==> src/rtl/mem_arb_pkg.sv <==
// Shared types for the cpu/dma data-memory arbiter: FSM states, requester ids and the memory command record.
package mem_arb_pkg;

   typedef enum logic {
      IDLE    = 1'b0,
      RD_WAIT = 1'b1
   } arb_state_e;

   typedef enum logic {
      REQ_CPU = 1'b0,
      REQ_DMA = 1'b1
   } req_id_e;

   localparam int ACC_MODE_W = 3;

   // Command fields are carried at a fixed ceiling width and sized to the port width at the memory interface.
   localparam int MAX_ADDR_W = 64;
   localparam int MAX_DATA_W = 64;

   typedef struct packed {
      logic                  we;
      logic [MAX_ADDR_W-1:0] addr;
      logic [ACC_MODE_W-1:0] acc_mode;
      logic [MAX_DATA_W-1:0] wdata;
   } mem_req_t;

   function automatic req_id_e gnt_to_id(input logic [1:0] gnt);
      return gnt[1] ? REQ_DMA : REQ_CPU;
   endfunction

endpackage

==> src/rtl/arb2_pick.sv <==
// Two-way combinational picker: one-hot grant from a request pair (bit0 cpu, bit1 dma).
// MEM_ARB_RR_EN selects round-robin on contention; otherwise cpu has fixed priority.
module arb2_pick (
   input  logic [1:0] req_i,
   input  logic       last_winner_i,
   output logic [1:0] gnt_o
);

   always_comb begin
      gnt_o = 2'b00;
      if (req_i == 2'b11) begin
`ifdef MEM_ARB_RR_EN
         gnt_o = last_winner_i ? 2'b01 : 2'b10;
`else
         gnt_o = 2'b01;
`endif
      end else begin
         gnt_o = req_i;
      end
   end

`ifndef MEM_ARB_RR_EN
   logic unused_last_winner;
   assign unused_last_winner = last_winner_i;
`endif

endmodule

==> src/rtl/mem_arbiter.sv <==
// Shares one data-memory port between cpu and dma; grant is combinational, load data returns 1 cycle after grant.
// Losers and requests arriving during a load wait (no gnt); contention policy set by MEM_ARB_RR_EN.
module mem_arbiter
   import mem_arb_pkg::*;
#(
   parameter int ADDR_W = 32,
   parameter int DATA_W = 32
) (
   input  logic                  clk,
   input  logic                  rst,

   input  logic                  cpu_req,
   input  logic                  cpu_we,
   input  logic [ADDR_W-1:0]     cpu_addr,
   input  logic [ACC_MODE_W-1:0] cpu_acc_mode,
   input  logic [DATA_W-1:0]     cpu_wdata,
   output logic                  cpu_gnt,
   output logic                  cpu_rvalid,
   output logic [DATA_W-1:0]     cpu_rdata,

   input  logic                  dma_req,
   input  logic                  dma_we,
   input  logic [ADDR_W-1:0]     dma_addr,
   input  logic [ACC_MODE_W-1:0] dma_acc_mode,
   input  logic [DATA_W-1:0]     dma_wdata,
   output logic                  dma_gnt,
   output logic                  dma_rvalid,
   output logic [DATA_W-1:0]     dma_rdata,

   output logic                  mem_rd_en,
   output logic                  mem_wr_en,
   output logic [ADDR_W-1:0]     mem_addr,
   output logic [ACC_MODE_W-1:0] mem_acc_mode,
   output logic [DATA_W-1:0]     mem_wdata,
   input  logic [DATA_W-1:0]     mem_rdata
);

   arb_state_e        state_q, state_d;
   req_id_e           owner_q, owner_d;
   req_id_e           last_winner_q, last_winner_d;
   logic [DATA_W-1:0] cpu_rdata_q, cpu_rdata_d;
   logic [DATA_W-1:0] dma_rdata_q, dma_rdata_d;

   logic [1:0] pick_gnt;
   logic       grant_ok;
   logic       any_gnt;
   mem_req_t   cpu_cmd, dma_cmd, sel_cmd;

   arb2_pick u_pick (
      .req_i         ({dma_req, cpu_req}),
      .last_winner_i (last_winner_q),
      .gnt_o         (pick_gnt)
   );

   // Grants only from IDLE; rst masks them directly since requests may be held through reset.
   assign grant_ok = (state_q == IDLE) && !rst;
   assign cpu_gnt  = grant_ok && pick_gnt[0];
   assign dma_gnt  = grant_ok && pick_gnt[1];
   assign any_gnt  = cpu_gnt || dma_gnt;

   always_comb begin
      cpu_cmd = '{we:       cpu_we,
                  addr:     MAX_ADDR_W'(cpu_addr),
                  acc_mode: cpu_acc_mode,
                  wdata:    MAX_DATA_W'(cpu_wdata)};
      dma_cmd = '{we:       dma_we,
                  addr:     MAX_ADDR_W'(dma_addr),
                  acc_mode: dma_acc_mode,
                  wdata:    MAX_DATA_W'(dma_wdata)};
      sel_cmd = pick_gnt[1] ? dma_cmd : cpu_cmd;
   end

   assign mem_wr_en    = any_gnt && sel_cmd.we;
   assign mem_rd_en    = any_gnt && !sel_cmd.we;
   assign mem_addr     = ADDR_W'(sel_cmd.addr);
   assign mem_acc_mode = sel_cmd.acc_mode;
   assign mem_wdata    = DATA_W'(sel_cmd.wdata);

   assign cpu_rvalid = (state_q == RD_WAIT) && (owner_q == REQ_CPU);
   assign dma_rvalid = (state_q == RD_WAIT) && (owner_q == REQ_DMA);
   assign cpu_rdata  = cpu_rvalid ? mem_rdata : cpu_rdata_q;
   assign dma_rdata  = dma_rvalid ? mem_rdata : dma_rdata_q;

   always_comb begin
      state_d       = state_q;
      owner_d       = owner_q;
      last_winner_d = last_winner_q;
      cpu_rdata_d   = cpu_rdata_q;
      dma_rdata_d   = dma_rdata_q;
      case (state_q)
         IDLE: begin
            if (any_gnt) begin
               last_winner_d = gnt_to_id({dma_gnt, cpu_gnt});
               if (!sel_cmd.we) begin
                  state_d = RD_WAIT;
                  owner_d = gnt_to_id({dma_gnt, cpu_gnt});
               end
            end
         end
         RD_WAIT: begin
            state_d = IDLE;
            if (owner_q == REQ_CPU) begin
               cpu_rdata_d = mem_rdata;
            end else begin
               dma_rdata_d = mem_rdata;
            end
         end
         default: state_d = IDLE;
      endcase
   end

   always_ff @(posedge clk or posedge rst) begin
      if (rst) begin
         state_q       <= IDLE;
         owner_q       <= REQ_CPU;
         last_winner_q <= REQ_DMA;
         cpu_rdata_q   <= '0;
         dma_rdata_q   <= '0;
      end else begin
         state_q       <= state_d;
         owner_q       <= owner_d;
         last_winner_q <= last_winner_d;
         cpu_rdata_q   <= cpu_rdata_d;
         dma_rdata_q   <= dma_rdata_d;
      end
   end

endmodule

==> config.mk <==
export PLATFORM = sky130hd
export DESIGN_NAME = mem_arbiter
export DESIGN_NICKNAME = d
export VERILOG_FILES = /design/src/rtl/mem_arb_pkg.sv /design/src/rtl/arb2_pick.sv /design/src/rtl/mem_arbiter.sv
export SDC_FILE = /design/constraint.sdc
export NUM_CORES = 1
export LEC_CHECK = 0
export CORE_AREA = 2 2 121 123
export CTS_BUF_LIST = sky130_fd_sc_hd__clkbuf_16
export DETAILED_ROUTE_END_ITERATION = 6
export DIE_AREA = 0 0 123 125
export MAX_ROUTING_LAYER = met4
export PLACE_DENSITY = 0.64
export SETUP_SLACK_MARGIN = 0.1
export SLEW_MARGIN = 20
export SYNTH_ARGS = -nofsm -noshare
export SYNTH_HDL_FRONTEND = slang
export SYNTH_SLANG_ARGS = --single-unit
export TNS_END_PERCENT = 50
==> constraint.sdc <==
create_clock -name clk -period 2.14 [get_ports clk]
set_input_delay 0.214 -clock clk [delete_from_list [all_inputs] [get_ports clk]]
set_output_delay 0.214 -clock clk [all_outputs]
set_load 0.01 [all_outputs]
======== Yosys cells after proc, flatten, opt, wreduce, memory -nomap -nowiden ========
Index checks and enable logic that the tools add are counted.
storage, ports and cells
  input port bits ......................... 172
  output and inout port bits .............. 137
  logic and storage cells ................. 29
  register bits ........................... 66
cells by class
  muxes and demuxes ....................... 8
  equal/unequal tests ..................... 1
  bitwise logic cells ..................... 3
  reduce and logical (&&, ||, !) cells .... 13
operators with widths
  kind                                        count
  132-bit two-way mux                         1
  32-bit two-way mux                          2
  1-bit logical AND                           7
  2-bit AND reduction                         2
  1-bit two-way mux                           3
  1-bit inverter                              3
  3-bit AND reduction                         1
  2-bit equality test, second input constant  1
  1-bit zero test                             2
  2-bit two-way mux                           1
  1-bit one-hot mux with 2 select lines       1
  1-bit logical OR                            1

======== Logic depth before layout (Yosys ltp) ========
Gate-level depths: netlist of the first run.
  depth after elaboration ................. 6
  gate-level depth with buffers ........... 5
  mapped depth without buffers ............ 2

======== Modules after synthesis ========
A second synthesis of the first run with hierarchy kept.
unflattened totals
  cells, all modules ...................... 234
  area, all modules ....................... 3,522.1 um^2
by module, submodules not included
  module       times used  cells an instance  area each (um^2)  sequential area each (um^2)
  mem_arbiter  1           232                3,512.1           1,677.9
  arb2_pick    1           2                  10.0              0.0

======== Worst setup path after synthesis of the first run ========
OpenSTA, ideal clock, no wires.
  kind .................................... flip-flop to output port
  from .................................... register owner_q
  to ...................................... output cpu_rdata[10]
  cell stages (with the launch flop) ...... 5
  required time ........................... 1.926 ns
  path slack .............................. 0.753 ns
  buffers on the path ..................... 2
  arrival time ............................ 1.173 ns
  cell sequence ........................... dfrtp_1 nor2b_1 buf_2 buf_4 mux2_2
on the way
  cells in the longest elaborated chain, start to end .. 3
RTL lines
  item                             RTL line            RTL
  from (decl)                      mem_arbiter.sv:39   req_id_e owner_q, owner_d;
  from (signal assigned)           mem_arbiter.sv:121  owner_q <= owner_d;
  1-bit inverter (no source line)  n/a
  1-bit logical AND                mem_arbiter.sv:79   assign cpu_rvalid = (state_q == RD_WAIT) && (owner_q == REQ_CPU);
  net cpu_rvalid                   mem_arbiter.sv:18   output logic cpu_rvalid,
  32-bit two-way mux               mem_arbiter.sv:81   assign cpu_rdata = cpu_rvalid ? mem_rdata : cpu_rdata_q;
  to (decl)                        mem_arbiter.sv:19   output logic [DATA_W-1:0] cpu_rdata,
The timed path passes the listed nets, and every way through them passes these cells.

======== Worst setup path after layout of the first run ========
  from .................................... input cpu_req
  to ...................................... output mem_addr[21]
on the way
  cells in the longest elaborated chain, start to end .. 3
RTL lines
  item                 RTL line           RTL
  from (decl)          mem_arbiter.sv:12  input logic cpu_req,
  2-bit equality test  arb2_pick.sv:11    if (req_i == 2'b11) begin
  2-bit two-way mux    arb2_pick.sv:11
  132-bit two-way mux  mem_arbiter.sv:70  sel_cmd = pick_gnt[1] ? dma_cmd : cpu_cmd;
  to (decl)            mem_arbiter.sv:32  output logic [ADDR_W-1:0] mem_addr,
Every way passes these cells.

==> impl_results.md, run 1 <==
- Asr flop ratio synth: 100%
- Worst path bufs/invs: 3
- Startpoint types: primary input
- Final worst-path cycle share: a little over nine tenths
- Worst-path clk slew: roughly 0.05 ns
- Later-pin clock latency in the skew report: ~0.32 ns
- Main synth FF type: dfrtp_1
- Worst Skew: around 0.0059 ns
- Syn avg cell area: about 15 um^2
- Max Root-Sink Buffers: 2
- Setup TNS: 0 ns
- CTS tree: done
- DRT Wirelength: 14700 um
- Root Buffer: clkbuf_16
- Row cnt: 44
- Top cells by count, synth: mux2_2, dfrtp_1, buf_4, mux2_4
- Top cell type's share of synthesized area: between 40 and 50%
- Worst slew pin tran: roughly 0.34 ns
- Max Freq: between 400 and 500 MHz
- Initial Util: roughly a quarter
- Yosys reg bits: 66
- Port bufs: ~310
- Final Util: 48.9%
- EDFF count, synth: 0
- Final #Nets: between 700 and 800
- Mean number of vias per cell: ~4.2
- Critical path launch point: cpu_req
- Die height: between 100 and 150 um
- H-tree levels: 3
- Final hold vios: 0
- Core Area: 14200 um^2
- Critical path's slowest cell: clkdlybuf4s50_1
- Outcome: finished clean
- Final min period: around 2.0 ns
- Die Area: ~15000 um^2
- Crit Reg-Reg Startpoint: owner_q
- GP Congestion: between 0.9 and 1
- Post-DRT Antenna Nets: 0
- Max-cap violations: 0
- Max Slew Vio Count: 0
- Yosys warnings: 0
- Routed vias: roughly 3100
- Critical-path cell list: clkdlybuf4s50_1, nand2b_4, buf_12, mux2_2, dlygate4sd2_1
- GRT Total Usage: a little under a fifth
- I/O Pins: about 300
- CTS Hold Bufs: 0
- Pleak: between 3 and 4 nW
- Post-Syn Instances: roughly 230
- Post-route cell area: ~6900 um^2
- Pin count of the biggest net entering global routing: 45
- Critical Path Max Stage Delay: roughly 0.5 ns
- Wire length per cell: around 20 um
- Min Hold Slack: approximately 0.25 ns
- WP depth: 5
- Placed inst area: between 6000 and 7000 um^2
- CTS Sinks: 66
- Worst path required time: about 1.9 ns
- Syn Nets: 404
- 1st-iter DRT viols: 75
- Type of the worst setup path: primary input to output port
- Reg-to-Reg End: cpu_rdata_q[24]
- Setup slack, reg-to-reg: approximately 0.80 ns
- Most common cell in the synthesized netlist: mux2_2
- Yosys top cell by area: dfrtp_1
- DP Wirelength: 11700 um
- Final setup fails: 0
- Worst-path maximum fanout: 26
- CTS Buf Count: 9
- Die X: between 100 and 150 um
- Crit path max-delay family: buffers and inverters
- Netlist cell types: 20
- Worst min path class: primary input to async pin
- Share of cells above drive strength 1: ~34%
- Relative slew slack: between 70% and 80%
- Unrepaired setup endpoints after global routing: true
- R2r worst-path depth: 4
- DRC: 0
- Vias in the first global route: 3383
- CP endpoint kind: output port
- DRT Pass-1 Iters: 4
- Worst setup path endpoint: mem_addr[21]
- Area grow syn2layout: 104%
- Worst Path Arrival: around 1.8 ns
- Initial antenna violation count: 1
- Area contributors post-synth: dfrtp_1, mux2_2, mux2_4, buf_4, buf_6
- Register area share after synthesis: between 40% and 50%
- Mapped cell area: between 3000 and 4000 um^2
- Worst vdd ir: between 0.6 and 0.7 mV
- Cell Pwr Density: 760 nW/um^2
- Total congestion overflow: 0
- First-pass GRT wire length: 20700 um
## stage by stage
stage	std cells	total power (W)	setup slack [ns]
2_1_floorplan	232	0.00269	0.271
3_3_place_gp	718	0.00415	-0.0773
3_5_place_dp	718	0.00418	-0.0879
4_1_cts	737	0.00538	0.0911
5_1_grt	740	0.00559	0.0432
6_report	740	0.00527	0.124
## registers in the layout, summed over array words and instances, names as in the netlist
register / cells
owner_q: 1
cpu_rdata_q: 32
state_q: 1
dma_rdata_q: 32
## area by class of cell
class                      count  area [um^2]
fill                        1336         7260
timing repair buffer         324         3110
sequential                    66         1650
multi-input combinational    146         1630
tap                          184          230
clock buffer                   9          225
clock inverter                 6         75.1
inverter                       4         15.0
antenna                        1         2.50
## routing by layer
| layer | vias up | track usage [%] | share of wire, % |
|---|---|---|---|
| met3 | 12 | 6.80 | 9.3 |
| met5 | - | - | 0 |
| li1 | 1476 | - | - |
| met2 | 148 | 30.0 | 49 |
| met4 | 0 | 3.28 | 1.1 |
| met1 | 1494 | 23.6 | 41 |
## logic make-up after synthesis
family | count (synthesis) | share of synthesized area [%]
simple gates | 11 | 2.17
flops | 66 | 48.6
mux | 131 | 44.3
buf+inv | 20 | 4.01
compound gates | 4 | 0.920
## power breakdown
part | leakage [nW] | internal, W | switching, W
combinational | 2.13 | 0.00118 | 0.000879
clock | 0.153 | 0.000995 | 0.000486
sequential | 0.779 | 0.00164 | 0.0000930
## placed cells by master, fill, tap and decap left out, types with 2 or more instances in the layout
master / n
mux2_2: 121
clkdlybuf4s50_1: 174
clkdlybuf4s15_1: 9
dfrtp_1: 66
a21oi_1: 3
clkbuf_16: 10
clkinv_1: 2
buf_6: 2
dlygate4sd2_1: 102
clkbuf_2: 21
mux2_4: 10
buf_4: 4
inv_1: 5
bufinv_16: 2
nor2_1: 2
buf_12: 8
## timing repair
action	4_1_cts	5_1_grt
endpoints found under the setup margin	132	98
gates resized for setup	152	43
buffers inserted	3	0
gates cloned	1	2
## worst reg2reg max path: stages, from the launching register on
cell     delay (ns)
dfrtp_1        0.42
nor2b_4        0.17
buf_6          0.13
buf_16         0.14
mux2_2         0.35
## worst min-delay path by stage
stage / from / end / depth (start not counted)
2_1_floorplan: dma_we / owner_q / 1
3_3_place_gp: dma_rdata_q[17] / dma_rdata_q[17] / 1
3_5_place_dp: dma_rdata_q[12] / dma_rdata_q[12] / 1
4_1_cts: rst / dma_rdata_q[30] / 3
5_1_grt: rst / cpu_rdata_q[30] / 3
6_report: rst / cpu_rdata_q[30] / 3
Power figures use the tool's default switching activity.
==> inputs of run 2 (changes only) <==
PLACE_DENSITY = default   (was 0.64)
PLACE_DENSITY_LB_ADDON = 0.1   (was default)
==> run 2 against run 1 <==
  * Critical path depth is 1 higher
  * Critical endpoint is now mem_wdata[21]
  * Via count is 2.4% higher
  * Non-clock buffer count is 10 higher
  * Sequential share of layout area is 0.66 points lower
  * Fmax is 1.4% lower
  * Die area stayed put
  * Register-to-register slack worse by 0.12 ns
==> impl_results.md, run 2 (synthesized netlist as in run 1, its figures left out) <==
- Outcome: finished clean
- DP Wirelength: 10500 um (-10%)
- Worst path bufs/invs: 4 (+1)
- Pleak: 3.19 nW (+4.0%)
- Later-pin clock latency in the skew report: 0.32 ns (about the same)
- GRT Total Usage: 18.2% (-0.80 points)
- Pwr Total: 0.00527 W (about the same)
- Worst-path maximum fanout: 10 (-62%)
- Fillcell total: 1296 (-3.0%)
- Final min period: 2.04 ns (+0.0279 ns)
- Leading cell type in the layout, fill and taps excluded: clkdlybuf4s50_1
- Routed vias: 3206 (+2.4%)
- Die Area: 15400 um^2 (unchanged)
- CTS Buf Count: 9 (unchanged)
- 1st-iter DRT viols: 69 (-8.0%)
- Worst-path clk slew: 0.05 ns (about the same)
- Max Freq: 489 MHz (-1.4%)
- I/O Pins: 309 (unchanged)
- Crit path max-delay family: buffers and inverters
- Die X: 123 um (unchanged)
- Final setup fails: 0 (unchanged)
- Final #Nets: 733 (+1.4%)
- Core Area: 14200 um^2 (unchanged)
- Critical Path Max Stage Delay: 0.49 ns (about the same)
- Setup TNS: 0 ns (unchanged)
- DRC: 0 (unchanged)
- Biggest regs: cpu_rdata_q: 32 flops, dma_rdata_q: 32 flops
- Startpoint types: primary input
- Max Slew Vio Count: 0 (unchanged)
- CTS Sinks: 66 (unchanged)
- Cell Pwr Density: 738 nW/um^2 (-2.8%)
- Initial antenna violation count: 0 (-1)
- Share of cells above drive strength 1: 38.8% (+4.9 points)
- Final Util: 50.3% (+1.4 points)
- First-pass GRT wire length: 20000 um (-3.5%)
- Most frequent cells in the layout: clkdlybuf4s50_1, mux2_2, dlygate4sd2_1, dfrtp_1, buf_2
- CP endpoint kind: output port
- Area grow syn2layout: 110%
- Wire length per cell: 18.7 um (-6.0%)
- CTS Hold Bufs: 0 (unchanged)
- Unrepaired setup endpoints after global routing: true
- Final hold vios: 0 (unchanged)
- Worst slew pin tran: 0.343 ns (+0.00419 ns)
- Port bufs: 308 (unchanged)
- Initial Util: 23.9% (unchanged)
- DRT Wirelength: 14000 um (-4.8%)
- Die height: 125 um (unchanged)
- Crit Reg-Reg Startpoint: owner_q
- Final worst-path cycle share: 95.5% (+1.3 points)
- Total congestion overflow: 0 (unchanged)
- Worst vdd ir: 0.480 mV (-26%)
- Relative slew slack: 76.8% (-0.28 points)
- Max-cap violations: 0 (unchanged)
- Vias in the first global route: 3444 (+1.8%)
- Number of diodes: 0 (-1)
- DRT Pass-1 Iters: 4 (unchanged)
- Row cnt: 44 (unchanged)
- Worst Skew: 0.00379 ns (-0.00210 ns)
- CTS tree: done
- Critical-path cell list: clkdlybuf4s50_1, nand2b_4, buf_4, clkbuf_16, mux2_2, dlygate4sd2_1
- Type of the worst setup path: primary input to output port
- Max Root-Sink Buffers: 2 (unchanged)
- Pin count of the biggest net entering global routing: 67 (+49%)
- Mean number of vias per cell: 4.28 (+1.2%)
- H-tree levels: 3 (unchanged)
- Critical path launch point: cpu_req
- GP Congestion: 0.929 (-3.1%)
- Worst Path Arrival: 1.83 ns (+0.03 ns)
- Critical path's slowest cell: clkdlybuf4s50_1
- Post-DRT Antenna Nets: 0 (unchanged)
- Root Buffer: clkbuf_16
- Worst path required time: 1.93 ns (about the same)
- Worst min path class: primary input to async pin
[run 2: changes by cell type in the layout (fill, tap and decap cells not counted), sizes merged]
| cell | previous run | this run |
|---|---|---|
| clkbuf | 31 | 11 |
| clkinvlp | 0 | 1 |
| dlygate4sd2 | 102 | 93 |
| clkinv | 2 | 3 |
| inv | 6 | 5 |
| bufinv | 2 | 1 |
| buf | 16 | 57 |
| dlymetal6s2s | 0 | 2 |
| clkdlybuf4s50 | 174 | 172 |
| clkdlybuf4s15 | 10 | 7 |
| bufbuf | 0 | 1 |
| diode | 1 | 0 |
[run 2: final timing paths]
| kind | endpoint | slack (ns) | depth (start not counted) |
|---|---|---|---|
| max in group asynchronous | dma_rdata_q[6] | 1.51 | 3 |
| min in group clk | cpu_rdata_q[19] | 0.49 | 1 |
| max | mem_wdata[21] | 0.1 | 6 |
| min | state_q | 0.32 | 3 |
| max reg2reg | cpu_rdata_q[1] | 0.68 | 5 |
| min reg2reg | cpu_rdata_q[19] | 0.49 | 1 |
[run 2: metal layers]
metal  vias to the layer above  track usage (%)  part of all wire [%]  wire length (um)
li1                       1493                -                     -                 -
met1                      1547             21.1                    40              5550
met2                       151             30.9                    50              7010
met3                        15             5.16                   8.9              1250
met4                         0             4.21                   1.4               200
met5                         -                -                     0                 0
[run 2: layout make-up]
| cell class | instances | area (um^2) | share of cell area, % |
|---|---|---|---|
| timing repair buffer | 334 | 3280 | 46.0 |
| multi-input combinational | 146 | 1680 | 23.5 |
| sequential | 66 | 1650 | 23.1 |
| tap | 184 | 230 | 3.22 |
| clock buffer | 9 | 225 | 3.15 |
| clock inverter | 6 | 60.1 | 0.841 |
| inverter | 4 | 15.0 | 0.210 |
[run 2: report_power, final]
group / internal, W / total (W) / switching, W
clock: 0.000887 / 0.00139 / 0.000505
combinational: 0.00127 / 0.00215 / 0.000877
sequential: 0.00164 / 0.00174 / 0.0000977
total: 0.00379 / 0.00527 / 0.00148
[run 2: tightest hold or removal path, delay by kind of cell]
family / cells / cell delay (ns)
buf+inv: 3 / 0.84
[run 2: repair_timing]
item | in CTS | in global routing
endpoints found under the hold margin | 0 | 0
endpoints found under the setup margin | 134 | 43
cloned | 6 | 1
resized for setup | 254 | 20
setup buffers | 5 | 3
[run 2: through the flow]
step                setup WS [ns]  cell area (um^2)  instances  hold slack (ns)
floorplan                   0.271              3400        232            0.329
detailed placement        -0.0662              6760        719            0.483
global route               0.0421              7140        749            0.386
CTS                        0.0161              7080        745            0.350
global placement          -0.0553              6760        719            0.479
finish                     0.0962              7140        749            0.320
